<file path="src/rtl/motor_step_sequencer.sv">
// Periodic control-step launcher for motor_main: latches r/pos/vel, pulses start, captures the NN command, with watchdog and overrun count.
// Optional build macro MOTOR_SEQ_CLAMP_EN saturates latched inputs and the captured command to [-CLAMP, +CLAMP].
module motor_step_sequencer #(
    parameter int                    W       = 32,
    parameter int                    PERIOD  = 1000,
    parameter int                    TIMEOUT = 900,
    parameter logic signed [W-1:0]   CLAMP   = W'(32'sh0000_7FFF)
) (
    input  logic         clk_1,
    input  logic         ap_rst_n,
    input  logic         en,
    input  logic [W-1:0] r_in,
    input  logic [W-1:0] pos_in,
    input  logic [W-1:0] vel_in,
    output logic [W-1:0] r,
    output logic [W-1:0] pos,
    output logic [W-1:0] vel,
    output logic         ap_start,
    output logic         fc0_input_ap_vld,
    input  logic         ap_done,
    input  logic [W-1:0] layer13_out,
    input  logic         layer13_out_ap_vld,
    output logic [W-1:0] u_out,
    output logic         u_vld,
    output logic         busy,
    output logic         timeout_flag,
    output logic [15:0]  overrun_cnt,
    input  logic         clr_flags
);

    localparam int TW = (PERIOD > 1) ? $clog2(PERIOD) : 1;
    localparam int DW = $clog2(TIMEOUT + 1);
    localparam logic [TW-1:0] TCNT_LAST = TW'(PERIOD - 1);
    localparam logic [DW-1:0] WDOG_LAST = DW'(TIMEOUT - 1);

    typedef enum logic [1:0] {
        IDLE   = 2'd0,
        LAUNCH = 2'd1,
        WAIT   = 2'd2
    } state_t;

`ifdef MOTOR_SEQ_CLAMP_EN
    function automatic logic [W-1:0] sat(input logic [W-1:0] v);
        logic signed [W-1:0] s;
        s = signed'(v);
        if (s > CLAMP)  return CLAMP;
        if (s < -CLAMP) return -CLAMP;
        return v;
    endfunction
`else
    function automatic logic [W-1:0] sat(input logic [W-1:0] v);
        return v;
    endfunction

    logic unused_clamp;
    assign unused_clamp = ^CLAMP;
`endif

    state_t        state;
    state_t        state_next;
    logic [TW-1:0] tcnt;
    logic [DW-1:0] wdog;
    logic          tick;
    logic          vld_q;
    logic          vld_rise;
    logic          overrun;
    logic          do_latch;
    logic          do_capture;
    logic          do_abort;
    logic [W-1:0]  staging;
    logic [W-1:0]  cmd_next;

    assign tick     = en && (tcnt == TCNT_LAST);
    assign vld_rise = layer13_out_ap_vld && !vld_q;
    assign overrun  = tick && (state != IDLE);
    // A vld edge coincident with ap_done bypasses the staging register.
    assign cmd_next = vld_rise ? layer13_out : staging;

    always_ff @(posedge clk_1) begin
        if (!ap_rst_n) begin
            state <= IDLE;
        end else begin
            state <= state_next;
        end
    end

    always_comb begin
        // NOTE: every output of this block gets a default first, so no branch can infer a latch.
        state_next       = state;
        do_latch         = 1'b0;
        do_capture       = 1'b0;
        do_abort         = 1'b0;
        ap_start         = 1'b0;
        fc0_input_ap_vld = 1'b0;
        busy             = 1'b0;
        case (state)
            IDLE: begin
                if (tick) begin
                    do_latch   = 1'b1;
                    state_next = LAUNCH;
                end
            end
            LAUNCH: begin
                ap_start         = 1'b1;
                fc0_input_ap_vld = 1'b1;
                busy             = 1'b1;
                state_next       = WAIT;
            end
            WAIT: begin
                busy = 1'b1;
                if (ap_done) begin
                    do_capture = 1'b1;
                    state_next = IDLE;
                end else if (wdog == WDOG_LAST) begin
                    do_abort   = 1'b1;
                    state_next = IDLE;
                end
            end
            default: begin
                state_next = IDLE;
            end
        endcase
    end

    always_ff @(posedge clk_1) begin
        // NOTE: the datapath registers are reset as well, because every output must read 0 right after reset.
        if (!ap_rst_n) begin
            tcnt         <= '0;
            wdog         <= '0;
            vld_q        <= 1'b0;
            staging      <= '0;
            r            <= '0;
            pos          <= '0;
            vel          <= '0;
            u_out        <= '0;
            u_vld        <= 1'b0;
            timeout_flag <= 1'b0;
            overrun_cnt  <= '0;
        end else begin
            tcnt  <= (!en || tick) ? '0 : tcnt + TW'(1);
            wdog  <= (state == WAIT) ? wdog + DW'(1) : '0;
            vld_q <= layer13_out_ap_vld;

            if ((state == WAIT) && vld_rise) begin
                staging <= layer13_out;
            end

            if (do_latch) begin
                r   <= sat(r_in);
                pos <= sat(pos_in);
                vel <= sat(vel_in);
            end

            u_vld <= do_capture;
            if (do_capture) begin
                u_out <= sat(cmd_next);
            end

            // A watchdog abort or overrun in the same cycle as clr_flags takes priority over the clear.
            if (do_abort) begin
                timeout_flag <= 1'b1;
            end else if (clr_flags) begin
                timeout_flag <= 1'b0;
            end

            if (clr_flags) begin
                overrun_cnt <= {15'd0, overrun};
            end else if (overrun && (overrun_cnt != 16'hFFFF)) begin
                overrun_cnt <= overrun_cnt + 16'd1;
            end
        end
    end

endmodule
</file>
<file path="config.mk">
export PLATFORM = sky130hd
export DESIGN_NAME = motor_step_sequencer
export DESIGN_NICKNAME = d
export VERILOG_FILES = /design/src/rtl/motor_step_sequencer.sv
export SDC_FILE = /design/constraint.sdc
export NUM_CORES = 1
export LEC_CHECK = 0
export CAP_MARGIN = 10
export CORE_MARGIN = 8
export CORE_UTILIZATION = 25
export CTS_BUF_LIST = sky130_fd_sc_hd__clkbuf_4
export CTS_CLUSTER_SIZE = 30
export DETAILED_ROUTE_END_ITERATION = 6
export SYNTH_ARGS = -nofsm -noshare
export SYNTH_HDL_FRONTEND = slang
export SYNTH_SLANG_ARGS = --single-unit
</file>
<file path="constraint.sdc">
create_clock -name clk_1 -period 4.35 [get_ports clk_1]
set_input_delay 0.435 -clock clk_1 [delete_from_list [all_inputs] [get_ports clk_1]]
set_output_delay 0.435 -clock clk_1 [all_outputs]
set_load 0.005 [all_outputs]
</file>
==> out/qor.yml <==
ios: 283
reg2reg_slack_ns: 1.93
peakVddDrop_uv: 178
cts_buffers: 59
skew_ns: 0.0378
setup_viol: 0
die_y_um: 196
holdBufCountCts: 0
cts-root-buf: "clkbuf_4"
worstPathRequired_ns: 4.91
synth_area_per_cell_um2: 8.80
worstSkewPairLatency_ns: 0.68
h-tree-depth: 2
place_hpwl_mm: 17.0
track_usage_pct: 12.5
cts_buffer_depth: 3
synth_seq_cells: 201
drt_first_iter_violations: 232
synthXorXnorAreaFrac_pct: 2.06
finalNetCount: 1351
startpoint_type: "flop"
maxCapViolations: 0
core_um2: 32200
synth_edf_count: 0
yosysTopAreaCell: "dfxtp_1"
antenna_left: 0
worstSetupEndpointType: "flop"
critPathKind: "reg2reg"
vias: 7308
min_period_ns: 2.42
post-route-period-util_pct: 55.7
drt_pre_antenna_iters: 4
ys.warnings.count: 0
p_leak_nw: 4.47
vias_per_cell: 4.41
ctsResizeCount: 0
drv_slew: 0
fmax_mhz: 413
tightest_slew_ns: 1.10
syn_to_final_growth_pct: 47.7
setup-tns-final_ns: 0
synth_area_leaders: "dfxtp_1 (50%), nand2_1 (14%), a21boi_0 (10%), mux2i_1 (4.1%), o211a_1 (4.0%)"
start_util_pct: 25.1
synth_top_family_by_area: "simple AND/OR/NAND/NOR gates"
place_congestion: 0.762
grt_setup_unrepaired: "false"
cts_tree: "built"
run_status: "complete, no violations"
arrival_ns: 2.99
synth_fa_ha_area_share_pct: 1.08
port_buffers: 282
p_per_area_nw_per_um2: 312
setup_ws_ns: 1.93
ys_types: 45
grt_max_degree: 97
synth_top_flop_cell: "dfxtp_1"
rows: 66
cts.clk_slew.worst_paths_ns: 0.06
syn_nets: 1060
syn_area_um2: 8090
synthArstFlopShare_pct: 0
clock_sinks: 201
die_width_um: 196
postCtsSetupBuffers: 0
place_ws_ns: 1.82
antenna_found_initial: 4
synth_compound_area_share_pct: 18.0
synthSimpleGateAreaFrac_pct: 21.8
relSlewSlack_pct: 26.7
final_common_cell: "nand2_1"
die_area_um2: 38400
final_cell_mix: "nand2_1 (307), clkdlybuf4s50_1 (281), dfxtp_1 (201)"
finalHoldViolations: 0
netlist_instances: 919
drt-total-wl_mm: 25.0
drc: 0
crit_path_max_fanout: 76
yosys-mux-area-fraction_pct: 4.08
drive_above_1_share_pct: 8.99
grt_pass1_wl_mm: 39.3
first_global_vias: 7165
yosys.area.top_type_share_pct: 49.7
post_drt_wl_per_cell_um: 15.1
grt.overflow.total: 0
ys_seq_area_share_pct: 49.7
hold_class: "in2reg"
Yosys cell counts, types with 5 or more instances:
master	count
inv_1	5
clkbuf_1	38
buf_2	17
o211a_1	32
nand2_1	308
nand4_1	6
or3_1	6
nor2_1	28
ha_1	7
a21oi_1	8
mux2i_1	33
a21boi_0	110
and3_1	8
a21boi_1	19
nand3_1	20
o21ai_0	5
dfxtp_1	201
xor2_1	16
kinds of logic (layout without fill, tap and decap cells):
kind of cell    Yosys count  in the layout
flops                   201            201
other cells               0              2
mux                      33             33
simple gates            408            408
buf+inv                  64            391
compound gates          187            187
xor+xnor                 19             19
fa+ha+maj                 7              7
path summary, 6_finish.rpt:
path / cells past startpoint / startpoint / to
worst max-delay path: 7 / tcnt[0] / pos[0]
worst max register to register: 7 / tcnt[0] / pos[0]
worst min register to register: 1 / wdog[0] / wdog[0]
worst min-delay path: 3 / r_in[18] / r[18]
metal layers:
layer	track usage, %	up-vias	share of wire, %	wire (um)
li1	-	3710	-	-
met5	0	-	0.14	35
met4	3.73	6	1.7	425
met1	14.3	3346	42	10400
met2	20.8	206	47	11800
met3	5.72	40	9.0	2250
stage by stage:
| step | hold WS [ns] | utilization, % | cell area (um^2) | std cells | power (W) |
|---|---|---|---|---|---|
| after global routing | 0.225 | 37.1 | 11900 | 1656 | 0.00395 |
| after CTS | 0.210 | 37.1 | 11900 | 1654 | 0.00383 |
| after detailed placement | 0.434 | 35.0 | 11300 | 1557 | 0.00209 |
| after global placement | 0.420 | 35.0 | 11300 | 1557 | 0.00209 |
| after floorplan | 0.413 | - | 8090 | 919 | 0.00195 |
| final | 0.320 | 37.1 | 11900 | 1656 | 0.00373 |
critical path, cell delays in order (launching register included):
cell and delay, ns:
dfxtp_1 0.42, ha_1 0.32, and2_1 0.21, nand4_2 0.19, nor2_4 0.47, buf_12 0.38
nand2_1 0.09, a21boi_0 0.20
area by class of cell:
type | count | area (um^2)
diodes | 2 | 5.00
clock buffers | 86 | 646
clock inverters | 11 | 41.3
fillers | 3315 | 20300
inverters | 5 | 18.8
multi-input cells | 654 | 3820
flip-flops and latches | 201 | 4020
well taps | 408 | 510
repair buffers | 289 | 2890
sequential cells by signal, indices dropped and copies added (netlist names):
name,flops
pos,32
r,32
staging,32
u_out,32
vel,32
overrun_cnt,16
tcnt,10
wdog,10
state,2
timeout_flag,1
u_vld,1
vld_q,1
power breakdown:
| part | switching (W) | internal, W |
|---|---|---|
| logic | 0.0000647 | 0.000136 |
| clock network | 0.000794 | 0.000889 |
| registers | 0.00000166 | 0.00184 |
No activity file was read; power rests on OpenSTA's default activity.
